**src/rtl/wb_port_arbiter.sv**
```systemverilog
// rtl/wb_port_arbiter.sv - register-file write port arbiter with load tag FIFO, skid register and hazard detect
module wb_port_arbiter #(
  parameter int DEPTH = 4
) (
  input  logic        clk,
  input  logic        rst,
  input  logic        alu_valid,
  input  logic [3:0]  alu_rd,
  input  logic [31:0] alu_data,
  input  logic        ld_issue,
  input  logic [3:0]  ld_rd,
  input  logic [3:0]  ld_mask,
  output logic        ld_ready,
  input  logic        mem_rvalid,
  input  logic [31:0] mem_rdata,
  input  logic [3:0]  rs1,
  input  logic [3:0]  rs2,
  output logic        src_busy,
  output logic        n_stall,
  output logic        rf_we,
  output logic [3:0]  rf_rd,
  output logic [31:0] rf_wdata,
  output logic        err_underflow
);

  localparam int PW = $clog2(DEPTH);
  localparam int CW = PW + 1;

  logic [3:0]       q_rd   [DEPTH];
  logic [3:0]       q_mask [DEPTH];
  logic [PW-1:0]    wr_ptr;
  logic [PW-1:0]    rd_ptr;
  logic [CW-1:0]    count;
  logic [DEPTH-1:0] entry_valid;

  logic             skid_valid;
  logic [3:0]       skid_rd;
  logic [31:0]      skid_data;

  logic             push;
  logic             pop;
  logic [31:0]      pop_data;
  logic             rs1_nz;
  logic             rs2_nz;

  // ld_ready looks only at the current occupancy; a pop in the same cycle does not open a slot
  assign ld_ready = (count < CW'(DEPTH));
  assign push     = ld_issue && ld_ready;
  assign pop      = mem_rvalid && (count != '0);
  assign rs1_nz   = (rs1 != 4'd0);
  assign rs2_nz   = (rs2 != 4'd0);

  // Keep only the enabled byte lanes of the returned word, in place
  always_comb begin
    pop_data = '0;
    for (int b = 0; b < 4; b++) begin
      pop_data[8*b +: 8] = q_mask[rd_ptr][b] ? mem_rdata[8*b +: 8] : 8'h00;
    end
  end

  // An entry is live when its distance from the read pointer is below the count
  always_comb begin
    entry_valid = '0;
    for (int i = 0; i < DEPTH; i++) begin
      entry_valid[i] = ({1'b0, PW'(i) - rd_ptr} < count);
    end
  end

  // A nonzero source is busy if any pending writer (FIFO, skid, or current write) targets it
  always_comb begin
    src_busy = 1'b0;
    for (int i = 0; i < DEPTH; i++) begin
      if (entry_valid[i] && ((rs1_nz && q_rd[i] == rs1) || (rs2_nz && q_rd[i] == rs2))) begin
        src_busy = 1'b1;
      end
    end
    if (skid_valid && ((rs1_nz && skid_rd == rs1) || (rs2_nz && skid_rd == rs2))) begin
      src_busy = 1'b1;
    end
    if (rf_we && ((rs1_nz && rf_rd == rs1) || (rs2_nz && rf_rd == rs2))) begin
      src_busy = 1'b1;
    end
  end

  // Hold the pipeline while the skid is occupied, a source is pending, or a load cannot be taken
  assign n_stall = !skid_valid && !src_busy && !(ld_issue && !ld_ready);

  // FIFO payload storage; contents are meaningless outside the live window, so no reset
  always_ff @(posedge clk) begin
    if (push) begin
      q_rd[wr_ptr]   <= ld_rd;
      q_mask[wr_ptr] <= ld_mask;
    end
  end

  // FIFO pointers and occupancy
  always_ff @(posedge clk) begin
    if (rst) begin
      wr_ptr <= '0;
      rd_ptr <= '0;
      count  <= '0;
    end else begin
      if (push) wr_ptr <= wr_ptr + PW'(1);
      if (pop)  rd_ptr <= rd_ptr + PW'(1);
      case ({push, pop})
        2'b10:   count <= count + CW'(1);
        2'b01:   count <= count - CW'(1);
        default: count <= count;
      endcase
    end
  end

  // Write-port arbitration: load return first, then the skid, then a fresh ALU result
  always_ff @(posedge clk) begin
    if (rst) begin
      rf_we         <= 1'b0;
      rf_rd         <= 4'd0;
      rf_wdata      <= 32'd0;
      skid_valid    <= 1'b0;
      skid_rd       <= 4'd0;
      skid_data     <= 32'd0;
      err_underflow <= 1'b0;
    end else begin
      if (mem_rvalid && count == '0) err_underflow <= 1'b1;
      if (pop) begin
        rf_we    <= (q_rd[rd_ptr] != 4'd0);
        rf_rd    <= q_rd[rd_ptr];
        rf_wdata <= pop_data;
        if (alu_valid && !skid_valid) begin
          skid_valid <= 1'b1;
          skid_rd    <= alu_rd;
          skid_data  <= alu_data;
        end
      end else if (skid_valid) begin
        rf_we      <= (skid_rd != 4'd0);
        rf_rd      <= skid_rd;
        rf_wdata   <= skid_data;
        skid_valid <= 1'b0;
      end else if (alu_valid) begin
        rf_we    <= (alu_rd != 4'd0);
        rf_rd    <= alu_rd;
        rf_wdata <= alu_data;
      end else begin
        rf_we <= 1'b0;
      end
    end
  end

endmodule

```
**config.mk**
```make
export PLATFORM = sky130hd
export DESIGN_NAME = wb_port_arbiter
export DESIGN_NICKNAME = d
export VERILOG_FILES = /design/src/rtl/wb_port_arbiter.sv
export SDC_FILE = /design/constraint.sdc
export NUM_CORES = 1
export LEC_CHECK = 0
export ABC_AREA = 1
export CORE_MARGIN = 4
export CORE_UTILIZATION = 43
export CTS_CLUSTER_SIZE = 28
export DETAILED_ROUTE_END_ITERATION = 16
export DONT_BUFFER_PORTS = 1
export PLACE_DENSITY_LB_ADDON = 0.12
export REMOVE_ABC_BUFFERS = 1
export SYNTH_ARGS = -nofsm -noshare
export SYNTH_HDL_FRONTEND = slang
export SYNTH_SLANG_ARGS = --single-unit
```
**constraint.sdc**
```tcl
create_clock -name clk -period 6 [get_ports clk]
set_input_delay 0.9 -clock clk [delete_from_list [all_inputs] [get_ports clk]]
set_output_delay 0.9 -clock clk [all_outputs]
set_load 0.1 [all_outputs]
```
==> flow_summary_export.csv, run 1 <==
group,metric,value,unit
worst_setup_path,cp_common_cell,"nand2_1",
floorplan,die_x,125,um
sta,layout_setup_ws,1650,ps
worst_setup_path,crit_slowest_cell,"dfxtp_1",
sta,worst_slew_pin_slew,1100,ps
clocking,cts.clk_slew.worst_paths,50,ps
synthesis,synth.avg_cell_area,7.76,um2
detailed_routing,via_per_inst,5.63,
sta,timing.fmax,0.230,GHz
sta,drv_slew,0,
clocking,cts_setup_buffers,0,
cells_and_area,final_cell_mix,"166 x nand2_1, 118 x a21oi_1, 84 x dfxtp_1",
power,ir_drop,322,uV
worst_setup_path,critPathCaptureType,"output pin",
floorplan,initial_core_util,44.2,%
synthesis,syn_inst,758,
place,post-place-cells,885,
sta,slew_headroom,26.7,%
cells_and_area,fillers,1296,
synthesis,synth_cell_types,33,
worst_setup_path,max_stage_delay,1000,ps
place,gp_congestion,0.840,
cells_and_area,fin_util,48.5,%
global_routing,grt_pass1_vias,4874,
detailed_routing,dr.pass1.iters,6,
run_status,status,"finished, final reports clean",
worst_setup_path,cp_cell_sequence,"inv_1, o21ai_0, nor2_1, nand3_1, nand2_1, nand2_1, nand2_1, inv_1, nand2_2, nor2_2",
detailed_routing,ant_nets,0,
power,powerDensity,564,mW/mm2
synthesis,syn_area,0.00588,mm2
cells_and_area,finalNonFillerCells,917,
synthesis,yosysSeqAreaShare,44.9,%
detailed_routing,drt_wl_total,16300,um
detailed_routing,avgRoutedWirePerCell,17.8,um
detailed_routing,drtIter0Drc,362,
sta,finClkSkew,6.22,ps
detailed_routing,drc,0,
power,p_leak,0.00259,uW
global_routing,grt_max_degree,69,
place,post-place-ws,2080,ps
place,hpwl,10900,um
clocking,cts_resized,0,
clocking,cts_root_buffer,"clkbuf_16",
clocking,clk_latency,410,ps
global_routing,antenna_found_initial,0,
floorplan,rows,42,
sta,finalWorstPathRequiredPeriod,4350,ps
synthesis,ys_top_cells_by_area,"dfxtp_1 29%, edfxtp_1 16%, nand2_1 11%, a21oi_1 10%, o21ai_0 5.9%",
floorplan,die_h,125,um
cells_and_area,syn_to_final_growth,9.60,%
global_routing,grt_pass1_wl,26100,um
cells_and_area,final_common_cell,"nand2_1",
worst_setup_path,worstPathMaxFanout,4,
synthesis,synth_warnings,0,
global_routing,grt_usage,20.6,%
cells_and_area,fin_nets,827,
cells_and_area,drive_above_1_share,7.69,%
clocking,cts_made_buffers,17,
worst_setup_path,worstPathArrival,3450,ps
clocking,cts_sinks,116,
detailed_routing,dr_total_vias,5162,
place,portBuffers,0,
global_routing,grt_overflow_total,0,
clocking,cts-htree-levels,4,
run,maxCapViolations,0,
sta,final-hold-violation-count,0,
sta,period_share,72.5,%
floorplan,core_area,0.0133,mm2
cells_and_area,num_antenna_cells,0,
sta,setup_viol_count_final,0,
worst_setup_path,cp-start-kind,"register",
synthesis,yosys.area.top_type,"dfxtp_1",
min_path,hold_class,"register to register",
synthesis,ys_ff_latch,116,
worst_setup_path,crit_type,"register to output pin",
floorplan,io_pins,130,
sta,rsz0062_at_grt,"false",
clocking,hold_buffers,0,
worst_setup_path,crit_required,5100,ps
synthesis,synth_top_area_share,28.6,%
sta,setup_tns,0,ps
clocking,tritoncts,"done",
clocking,cts_buffer_depth,2,
floorplan,dieArea,0.0156,mm2
==> layer usage <==
metal  part of all wire, %  global-route usage, %  vias up
li1                      -                      -     2513
met1                    43                   26.4     2436
met2                    47                   32.8      185
met3                   7.9                   6.95       28
met4                   2.0                   6.82        0
met5                     0                      0        -
==> final cells by class <==
type                    instances  area, um2  area share, %
flip-flops and latches        116       2640           41.0
clock buffers                  24        492           7.63
multi-input cells             542       2750           42.7
well taps                     176        220           3.42
repair buffers                  1       7.51          0.117
inverters                      50        188           2.91
clock inverters                 8        145           2.25
==> stage by stage <==
step | total power, uW | hold slack, ps | cell area [um2]
detailed placement | 2560 | 448 | 5810
finish | 3630 | 456 | 6440
global placement | 2540 | 442 | 5810
global route | 3820 | 474 | 6440
floorplan | 2310 | 435 | 5580
CTS | 3650 | 456 | 6440
==> cells in the mapped netlist <==
cell / count
a21oi_2: 3
nand2_4: 1
a21oi_1: 118
dfxtp_1: 84
nor2_2: 3
inv_2: 7
nand3_2: 1
nand3_1: 42
o22ai_1: 34
xnor2_1: 1
o21ai_0: 69
inv_1: 42
buf_6: 8
nor2_1: 43
clkinv_1: 1
o22ai_2: 4
or2_2: 3
nor4_1: 1
o21ai_1: 6
nand2_1: 166
nor3_1: 2
xor2_1: 23
o31ai_1: 1
buf_4: 7
nand4_1: 1
nand2_2: 5
a31oi_1: 1
ha_1: 9
buf_2: 21
fa_1: 1
clkbuf_1: 14
o211ai_1: 4
edfxtp_1: 32
==> critical path, delay by kind of cell (launching register included) <==
kind	cells	cell delay (ps)
simple gates	7	1580
compound gates	1	200
buf+inv	2	260
flops	1	1000
==> registers in the layout (all words and copies together) (netlist names), named ones only <==
signal         count
rf_wdata          32
q_mask            16
err_underflow      1
skid_rd            4
skid_valid         1
rf_rd              4
skid_data         32
wr_ptr             2
rd_ptr             2
count              3
q_rd              16
rf_we              1
==> final timing paths <==
kind,start,endpoint,slack (ps),cells after the start
max,rf_rd[1]$_SDFFE_PP0P_,n_stall,1650,10
min,skid_data[31]$_SDFFE_PP0P_,skid_data[31]$_SDFFE_PP0P_,460,2
max reg2reg,skid_valid$_SDFFE_PP0P_,skid_rd[0]$_SDFFE_PP0P_,2380,6
min reg2reg,skid_data[31]$_SDFFE_PP0P_,skid_data[31]$_SDFFE_PP0P_,460,2
==> cells by family (layout without fill, tap and decap cells) <==
group / Yosys count / after routing / synth area share [%]
simple gates: 268 / 268 / 18.8
compound gates: 240 / 240 / 22.1
flops: 116 / 116 / 44.9
buf+inv: 100 / 83 / 8.30
xor+xnor: 24 / 24 / 3.58
fa+ha+maj: 10 / 10 / 2.26
==> power by group <==
part	switching, uW	internal [uW]
Combinational	626	244
Sequential	707	964
Clock	351	739
Power figures use the tool's default switching activity.
==> run 2: changes to the inputs <==
==> constraint.sdc (replaced) <==
create_clock -name clk -period 4.4 [get_ports clk]
set_input_delay 0.66 -clock clk [delete_from_list [all_inputs] [get_ports clk]]
set_output_delay 0.66 -clock clk [all_outputs]
set_load 0.1 [all_outputs]
==> flow_summary_export.csv, run 2 (synthesis gave the netlist of run 1 again) <==
group,metric,value,unit
sta,period_share,77.9,%
run,maxCapViolations,0,
power,ir_drop,473,uV
global_routing,grt_overflow_total,0,
detailed_routing,dr.pass1.iters,5,
cells_and_area,syn_to_final_growth,9.43,%
worst_setup_path,worstPathArrival,2770,ps
min_path,hold_depth,1,
clocking,cts_root_buffer,"clkbuf_16",
floorplan,io_pins,130,
cells_and_area,fin_util,48.4,%
floorplan,dieArea,0.0156,mm2
cells_and_area,top_regs,"rf_wdata x32, skid_data x32",
floorplan,die_x,125,um
min_path,holdPathEnd,"skid_data[4]$_SDFFE_PP0P_",
sta,drv_slew,0,
min_path,hold_class,"input port to register",
run_status,status,"finished, final reports clean",
sta,rsz0062_at_grt,"false",
sta,setup_tns,0,ps
detailed_routing,drt_wl_total,16400,um
cells_and_area,fin_nets,834,
place,portBuffers,0,
cells_and_area,final_common_cell,"nand2_1",
sta,setup_viol_count_final,0,
worst_setup_path,crit_required,3740,ps
clocking,cts_made_buffers,17,
floorplan,rows,42,
clocking,cts.clk_slew.worst_paths,50,ps
cells_and_area,drive_above_1_share,8.02,%
worst_setup_path,cp_top_family,"simple AND/OR/NAND/NOR gates",
detailed_routing,ant_nets,0,
detailed_routing,avgRoutedWirePerCell,17.8,um
floorplan,core_area,0.0133,mm2
worst_setup_path,max_stage_delay,400,ps
cells_and_area,final_cell_mix,"166 x nand2_1, 118 x a21oi_1, 84 x dfxtp_1",
sta,timing.fmax,0.292,GHz
place,hpwl,11000,um
worst_setup_path,worstPathMaxFanout,4,
worst_setup_path,r2r_slack,1450,ps
clocking,tritoncts,"done",
global_routing,grt_max_degree,69,
cells_and_area,fillers,1321,
clocking,cts-htree-levels,4,
global_routing,grt_pass1_vias,4915,
clocking,clk_latency,410,ps
worst_setup_path,critPathCaptureType,"output pin",
worst_setup_path,cp_cell_sequence,"xor2_1, inv_1, ha_1, a21oi_1, or2_2, nand2_1, nand2_1, nor2_2, nand2_2, nor2_2, buf_4",
global_routing,grt_usage,20.8,%
cells_and_area,num_antenna_cells,0,
min_path,hold_start,"rst",
worst_setup_path,r2r_cells,6,
clocking,cts_buffer_depth,2,
place,placed_cell_area,0.00586,mm2
floorplan,initial_core_util,44.2,%
clocking,cts_resized,0,
clocking,hold_buffers,0,
global_routing,antenna_found_initial,0,
clocking,cts_sinks,116,
sta,finalWorstPathRequiredPeriod,3430,ps
detailed_routing,dr_total_vias,5130,
worst_setup_path,crit_slowest_cell,"dfxtp_1",
detailed_routing,drtIter0Drc,427,
place,post-place-ws,1390,ps
place,gp_congestion,0.849,
worst_setup_path,crit_type,"register to output pin",
power,powerDensity,755,mW/mm2
sta,worst_slew_pin_slew,987,ps
sta,layout_setup_ws,972,ps
worst_setup_path,cp.buffers_inverters,2,
worst_setup_path,cp-start-kind,"register",
sta,slew_headroom,34.1,%
detailed_routing,drc,0,
worst_setup_path,r2r_end,"skid_rd[1]$_SDFFE_PP0P_",
sta,finClkSkew,13.3,ps
power,p_leak,0.00259,uW
floorplan,die_h,125,um
worst_setup_path,rr_startpoint,"skid_valid$_SDFFE_PP0P_",
clocking,cts_setup_buffers,0,
sta,final-hold-violation-count,0,
detailed_routing,via_per_inst,5.55,
cells_and_area,design_area,0.00643,mm2
global_routing,grt_pass1_wl,26400,um
==> run 2: cell count changes in the layout (fill, tap and decap cells not counted) <==
cell,previous run,this run
buf_4,1,8
bufinv_16,4,3
clkbuf_8,4,0
clkinv_1,1,5
clkinv_2,2,3
clkinv_4,1,2
inv_4,1,0
==> run 2: final cells by class <==
type                    count  area, um2  area share, %
flip-flops and latches    116       2640           41.1
clock buffers              20        437           6.79
clock inverters            12        138           2.14
repair buffers              8       60.1          0.933
well taps                 176        220           3.42
multi-input cells         542       2750           42.7
inverters                  50        188           2.92
==> run 2: metal layers <==
| metal | share of wire (%) | track usage (%) | vias to the layer above |
|---|---|---|---|
| met2 | 47 | 32.7 | 162 |
| met1 | 44 | 27.2 | 2414 |
| met5 | 0 | 0 | - |
| met3 | 7.6 | 6.40 | 21 |
| li1 | - | - | 2533 |
| met4 | 2.0 | 7.33 | 0 |
==> run 2: stage by stage <==
step | power, uW | instances | hold WS (ps)
2_1_floorplan | 3150 | 708 | 435
3_3_place_gp | 3500 | 892 | 442
3_5_place_dp | 3520 | 892 | 447
4_1_cts | 4890 | 924 | 306
5_1_grt | 5120 | 924 | 312
6_report | 4850 | 924 | 327
==> run 2: worst max-delay path by stage <==
stage                                 startpoint      end  depth (start not counted)
final                     rd_ptr[0]$_SDFFE_PP0P_  n_stall                         11
after global routing      rd_ptr[0]$_SDFFE_PP0P_  n_stall                         11
after CTS                 rd_ptr[0]$_SDFFE_PP0P_  n_stall                         11
after detailed placement  rd_ptr[0]$_SDFFE_PP0P_  n_stall                         11
after global placement    rd_ptr[0]$_SDFFE_PP0P_  n_stall                         11
after floorplan            rf_rd[1]$_SDFFE_PP0P_  n_stall                         10
==> run 2: where the power goes <==
group	switching, uW	internal (uW)	total (uW)	leakage, uW
Sequential	862	1310	2180	0.000985
Clock	473	879	1350	0.000282
Combinational	964	361	1320	0.00132
Total	2300	2560	4850	0.00259
